===== src/rtl/traffic_pkg.sv =====
// Shared types for the two-road intersection controller: FSM states,
// green-direction tag, per-head lamp bundle and small decode helpers.
package traffic_pkg;

    typedef enum logic [2:0] {
        NS_G,
        NS_Y,
        AR_NS,
        EW_G,
        EW_Y,
        AR_EW,
        WALK,
        FLASH
    } tl_state_t;

    typedef enum logic {
        NS,
        EW
    } tl_dir_t;

    typedef struct packed {
        logic red;
        logic yellow;
        logic green;
    } tl_lamp_t;

    localparam tl_lamp_t LAMP_RED = '{red: 1'b1, yellow: 1'b0, green: 1'b0};

    function automatic int max_cyc(input int a, input int b, input int c,
                                   input int d, input int e);
        int m;
        m = a;
        if (b > m) m = b;
        if (c > m) m = c;
        if (d > m) m = d;
        if (e > m) m = e;
        return m;
    endfunction

    // One head's lamps; every state other than its own green/yellow or FLASH shows red.
    function automatic tl_lamp_t head_decode(input tl_state_t st, input tl_state_t own_g,
                                             input tl_state_t own_y, input logic flash_bit);
        tl_lamp_t l;
        l = '{red: 1'b0, yellow: 1'b0, green: 1'b0};
        if (st == own_g)      l.green  = 1'b1;
        else if (st == own_y) l.yellow = 1'b1;
        else if (st == FLASH) l.yellow = flash_bit;
        else                  l.red    = 1'b1;
        return l;
    endfunction

endpackage


===== src/rtl/traffic_intersection_ctrl_phase_timer.sv =====
// Loadable down-counter; done is high while the count sits at zero.
// Holds at zero rather than wrapping when it is not reloaded.
module phase_timer #(
    parameter int               CNT_W   = 4,
    parameter logic [CNT_W-1:0] RST_VAL = '0
) (
    input  logic             clk,
    input  logic             reset,
    input  logic             i_load,
    input  logic [CNT_W-1:0] i_load_val,
    output logic             o_done
);

    logic [CNT_W-1:0] r_count;

    always_ff @(posedge clk) begin
        if (reset) begin
            r_count <= RST_VAL;
        end else if (i_load) begin
            r_count <= i_load_val;
        end else if (r_count != '0) begin
            r_count <= r_count - CNT_W'(1);
        end
    end

    assign o_done = (r_count == '0);

endmodule


===== src/rtl/traffic_intersection_ctrl.sv =====
// Two-road intersection controller with all-red clearance, latched pedestrian
// walk phase and flashing-yellow maintenance mode. Lamps are registered alongside the state.
module traffic_intersection_ctrl
    import traffic_pkg::*;
#(
    parameter int GREEN_CYC  = 8,
    parameter int YELLOW_CYC = 3,
    parameter int ALLRED_CYC = 2,
    parameter int WALK_CYC   = 5,
    parameter int FLASH_CYC  = 4,
    parameter int CNT_W      = $clog2(max_cyc(GREEN_CYC, YELLOW_CYC, ALLRED_CYC,
                                              WALK_CYC, FLASH_CYC)) + 1
) (
    input  logic clk,
    input  logic reset,
    input  logic ped_req,
    input  logic flash_en,
    output logic ns_red,
    output logic ns_yellow,
    output logic ns_green,
    output logic ew_red,
    output logic ew_yellow,
    output logic ew_green,
    output logic walk,
    output logic ped_pending
);

    tl_state_t  r_state;
    tl_dir_t    r_next_dir;
    logic       r_ped_pending;
    logic       r_flash;
    tl_lamp_t   r_ns_lamp;
    tl_lamp_t   r_ew_lamp;
    logic       r_walk;

    tl_state_t        w_state_next;
    tl_dir_t          w_next_dir_next;
    logic             w_ped_next;
    logic             w_flash_next;
    logic             w_phase_done;
    logic             w_phase_load;
    logic [CNT_W-1:0] w_phase_load_val;
    logic             w_flash_done;
    logic             w_flash_load;

    phase_timer #(
        .CNT_W  (CNT_W),
        .RST_VAL(CNT_W'(ALLRED_CYC - 1))
    ) u_phase_timer (
        .clk       (clk),
        .reset     (reset),
        .i_load    (w_phase_load),
        .i_load_val(w_phase_load_val),
        .o_done    (w_phase_done)
    );

    phase_timer #(
        .CNT_W  (CNT_W),
        .RST_VAL('0)
    ) u_flash_timer (
        .clk       (clk),
        .reset     (reset),
        .i_load    (w_flash_load),
        .i_load_val(CNT_W'(FLASH_CYC - 1)),
        .o_done    (w_flash_done)
    );

    always_comb begin
        w_state_next = r_state;
        if (flash_en) begin
            w_state_next = FLASH;
        end else if (r_state == FLASH) begin
            w_state_next = AR_EW;
        end else if (w_phase_done) begin
            case (r_state)
                NS_G:    w_state_next = NS_Y;
                NS_Y:    w_state_next = AR_NS;
                AR_NS:   w_state_next = r_ped_pending ? WALK : EW_G;
                EW_G:    w_state_next = EW_Y;
                EW_Y:    w_state_next = AR_EW;
                AR_EW:   w_state_next = r_ped_pending ? WALK : NS_G;
                WALK:    w_state_next = (r_next_dir == NS) ? NS_G : EW_G;
                default: w_state_next = AR_EW;
            endcase
        end
    end

    // The phase counter reloads with the duration of whichever state is being entered.
    always_comb begin
        w_phase_load     = (w_state_next != r_state);
        w_phase_load_val = '0;
        case (w_state_next)
            NS_G, EW_G:   w_phase_load_val = CNT_W'(GREEN_CYC - 1);
            NS_Y, EW_Y:   w_phase_load_val = CNT_W'(YELLOW_CYC - 1);
            AR_NS, AR_EW: w_phase_load_val = CNT_W'(ALLRED_CYC - 1);
            WALK:         w_phase_load_val = CNT_W'(WALK_CYC - 1);
            default:      w_phase_load_val = '0;
        endcase
    end

    always_comb begin
        w_flash_load = (w_state_next == FLASH) && ((r_state != FLASH) || w_flash_done);
        w_flash_next = r_flash;
        if (w_state_next == FLASH) begin
            if (r_state != FLASH)  w_flash_next = 1'b1;
            else if (w_flash_done) w_flash_next = ~r_flash;
        end

        w_next_dir_next = r_next_dir;
        if (w_state_next == AR_NS)      w_next_dir_next = EW;
        else if (w_state_next == AR_EW) w_next_dir_next = NS;

        // A request coinciding with WALK entry is absorbed by that entry.
        w_ped_next = r_ped_pending;
        if (flash_en)
            w_ped_next = 1'b0;
        else if ((w_state_next == WALK) && (r_state != WALK))
            w_ped_next = 1'b0;
        else if (ped_req && (r_state != WALK) && (r_state != FLASH))
            w_ped_next = 1'b1;
    end

    always_ff @(posedge clk) begin
        if (reset) begin
            r_state       <= AR_EW;
            r_next_dir    <= NS;
            r_ped_pending <= 1'b0;
            r_flash       <= 1'b0;
            r_ns_lamp     <= LAMP_RED;
            r_ew_lamp     <= LAMP_RED;
            r_walk        <= 1'b0;
        end else begin
            r_state       <= w_state_next;
            r_next_dir    <= w_next_dir_next;
            r_ped_pending <= w_ped_next;
            r_flash       <= w_flash_next;
            r_ns_lamp     <= head_decode(w_state_next, NS_G, NS_Y, w_flash_next);
            r_ew_lamp     <= head_decode(w_state_next, EW_G, EW_Y, w_flash_next);
            r_walk        <= (w_state_next == WALK);
        end
    end

    assign ns_red      = r_ns_lamp.red;
    assign ns_yellow   = r_ns_lamp.yellow;
    assign ns_green    = r_ns_lamp.green;
    assign ew_red      = r_ew_lamp.red;
    assign ew_yellow   = r_ew_lamp.yellow;
    assign ew_green    = r_ew_lamp.green;
    assign walk        = r_walk;
    assign ped_pending = r_ped_pending;

endmodule


===== config.mk =====
export PLATFORM = sky130hd
export DESIGN_NAME = traffic_intersection_ctrl
export DESIGN_NICKNAME = d
export VERILOG_FILES = /design/src/rtl/traffic_pkg.sv /design/src/rtl/traffic_intersection_ctrl_phase_timer.sv /design/src/rtl/traffic_intersection_ctrl.sv
export SDC_FILE = /design/constraint.sdc
export NUM_CORES = 1
export LEC_CHECK = 0
export CORE_MARGIN = 1.5
export CORE_UTILIZATION = 50
export CTS_CLUSTER_SIZE = 8
export DETAILED_ROUTE_END_ITERATION = 16
export HOLD_SLACK_MARGIN = 0.08
export PLACE_DENSITY = 0.8
export RECOVER_POWER = 50
export REMOVE_ABC_BUFFERS = 1
export SYNTH_ARGS = -nofsm -noshare
export SYNTH_HDL_FRONTEND = slang
export SYNTH_SLANG_ARGS = --single-unit

===== constraint.sdc =====
create_clock -name clk -period 1.8 [get_ports clk]
set_input_delay 0.36 -clock clk [delete_from_list [all_inputs] [get_ports clk]]
set_output_delay 0.36 -clock clk [all_outputs]
set_load 0.02 [all_outputs]

==> flow_summary.toml <==
[run_status]
status = "finished, violations left"
violations = "setup timing"

[yosys]
synth_area_leader_cell = "dfxtp_1"
yosysTopAreaCellShare = 0.337
netlist_instances = 160
ys_warn_count = 0
synth_seq_cells = 21
synth_edf_count = 0
ys_async_sr_fraction = 0
ys.flop_type = "dfxtp_1"
netlist_area_sq_um = 1250
postSynthAreaPerCell_sq_um = 7.80
ys_types = 43
ys_seq_area_frac = 0.337
synth_area_leaders = "dfxtp_1, a21oi_1, nand2_1"

[floorplan]
io_pins = 12
initial_core_util = 0.549
die_h_um = 53.0
core_sq_um = 2280
die_w_um = 53.0
num_rows = 17
die_area_sq_um = 2810

[cts]
cts-hold-fix-buffers = 0
clock-sinks = 21
clk_latency_ps = 320
cts_buffer_depth = 2
clockRootBuffer = "clkbuf_4"
htree_levels = 1
path_clk_slew_ps = 130
cts_tree = "built"
tritoncts.num_buffers = 3

[sta]
fmax_ghz = 0.536
period_share = 1.04
worst_slack_ps = -66.5
clock_skew_ps = 10.3
max_slew_margin = 0.658
holdWs_ps = 496
tns_ps = -264
max_slew.worst_pin.slew_ps = 512
finalHoldViolCount = 0
period_minus_slack_ps = 1870
rsz0062_at_grt = "true"
setup_viol = 7
slew_violations = 0

[placement]
gp_congestion = 0.900
dp_hpwl_mm = 2.11
place_area_sq_um = 1500
dp_slack_ps = -211
dp_cells = 211
port_buffers = 11

[finish]
postLayoutCoreUtil = 0.741
regArea_sq_um = 424
fin_cells = 221
diodes = 0
drive_gt1_frac = 0.295
nets = 201
design_area_sq_um = 1690
fill_cells = 160
multi_input_area_sq_um = 846
syn2layout_area_growth_pct = 35.0

[drt]
drtIter0Drc = 64
vias = 1333
wl_per_cell_um = 15.4
drtPass1Iterations = 4
via_per_inst = 6.03
drtAntennaViolNets = 0
drc = 0
wl_mm = 3.40

[pwr]
p_leak_nw = 0.683
power.density_nw_per_um2 = 1020
total_power_mw = 1.72
ir_drop_uv = 823

[grt]
grtUsageTotal = 0.263
grt_pass1_wl_mm = 5.36
grt_overflow = 0
grt_max_degree = 16
grt_pass1_vias = 1207
antenna_found_initial = 0

[worst_setup_path]
cp.arrival_ps = 2130
critPathMaxFanout = 5
critPathRequiredTime_ps = 2070
rr_worst_depth = 8
worstReg2RegStart = "u_phase_timer.r_count[1]"
worstSetupPathType = "flip-flop to flip-flop"
start_kind = "flip-flop"
end_kind = "flip-flop"
reg2reg_slack_ps = -70
rr_endpoint = "u_phase_timer.r_count[1]"

[flow_run]
maxCapViolations = 0

[min_path]
holdPathStages = 1
holdPathEnd = "u_flash_timer.r_count[0]"
min_from = "u_flash_timer.r_count[0]"
hold_path_class = "flip-flop to flip-flop"
==> power breakdown <==
| part | total (mW) | leakage (nW) | internal (mW) | switching [mW] |
|---|---|---|---|---|
| logic | 0.898 | 0.492 | 0.448 | 0.450 |
| clock network | 0.244 | 0.0177 | 0.0833 | 0.160 |
| registers | 0.577 | 0.173 | 0.521 | 0.0563 |
| total | 1.72 | 0.683 | 1.05 | 0.667 |
==> layout by cell type (no fill, tap or decap), drive strengths merged, types with 2 or more instances in the layout <==
cell	Yosys	final
o211ai	2	2
a21oi	17	17
or3	4	4
xor2	2	2
a21boi	3	3
nand3	6	6
o21bai	2	2
nand2b	5	5
buf	7	28
clkbuf	3	3
nor3b	2	2
nor2	11	11
a211oi	2	2
clkdlybuf4s50	0	10
inv	6	6
o21a	2	2
nor2b	7	7
and3b	2	2
nand2	12	12
a31oi	6	6
and3	2	2
ha	3	3
o21ai	13	13
nor3	7	7
dfxtp	21	21
==> kinds of logic (layout without fill, tap and decap cells) <==
logic type,Yosys count,count (layout),share of synthesized area
compound gates,56,56,0.285
xor+xnor,3,3,0.0210
buf+inv,16,49,0.0621
flops,21,21,0.337
simple gates,61,61,0.266
fa+ha+maj,3,3,0.0301
==> worst max-delay path, stage by stage (launching register included) <==
cell and delay, ps:
dfxtp_2 350, inv_2 70, ha_4 130, buf_4 100, or3b_4 420, a31oi_1 210
o311ai_1 140, a221o_1 290, a21oi_2 100
==> repair_timing <==
| action | 4_1_cts | 5_1_grt |
|---|---|---|
| gates resized for setup | 19 | 9 |
| buffers inserted | 1 | 5 |
| endpoints found under the setup margin | 14 | 12 |
| pin swaps | 15 | 7 |
==> cells in the mapped netlist (3+ instances only) <==
cell	number
a21oi_1	16
a31oi_1	6
buf_2	5
clkbuf_1	3
dfxtp_1	21
ha_1	3
inv_1	6
nand2_1	12
nand2b_1	5
nand3_1	6
nor2_1	11
nor2b_1	7
nor3_1	7
o21ai_0	8
o21ai_1	4
or3_1	4
==> worst max-delay path by stage <==
stage               slack (ps)                     start  cells past startpoint                       end
floorplan                 -150  u_phase_timer.r_count[0]                      8  u_phase_timer.r_count[1]
global placement          -140  u_phase_timer.r_count[0]                      8                 ns_yellow
detailed placement        -210  u_phase_timer.r_count[0]                      9                r_next_dir
CTS                        -90  u_phase_timer.r_count[1]                      8  u_phase_timer.r_count[1]
global route              -160  u_phase_timer.r_count[1]                      8  u_phase_timer.r_count[1]
finish                     -70  u_phase_timer.r_count[1]                      8  u_phase_timer.r_count[1]
==> sequential cells by signal, summed over array words and instances (netlist names) <==
signal,cells
u_flash_timer.r_count,4
ped_pending,1
ew_yellow,1
u_phase_timer.r_count,4
ew_green,1
ew_red,1
r_next_dir,1
ns_green,1
r_flash,1
r_state,3
walk,1
ns_yellow,1
ns_red,1
==> layer usage <==
layer | vias up | GRT usage | routed length (um)
li1 | 645 | - | -
met1 | 621 | 0.300 | 1430
met2 | 50 | 0.471 | 1670
met3 | 17 | 0.0452 | 156
met4 | 0 | 0.120 | 152
met5 | - | 0 | 0
==> final cells by class <==
cell class | count | share of cell area
multi-input cells | 123 | 0.502
flip-flops and latches | 21 | 0.252
repair buffers | 39 | 0.196
well taps | 28 | 0.0208
clock buffers | 3 | 0.0134
inverters | 6 | 0.0134
clock inverters | 1 | 0.00297
No activity file was read; power rests on OpenSTA's default activity.
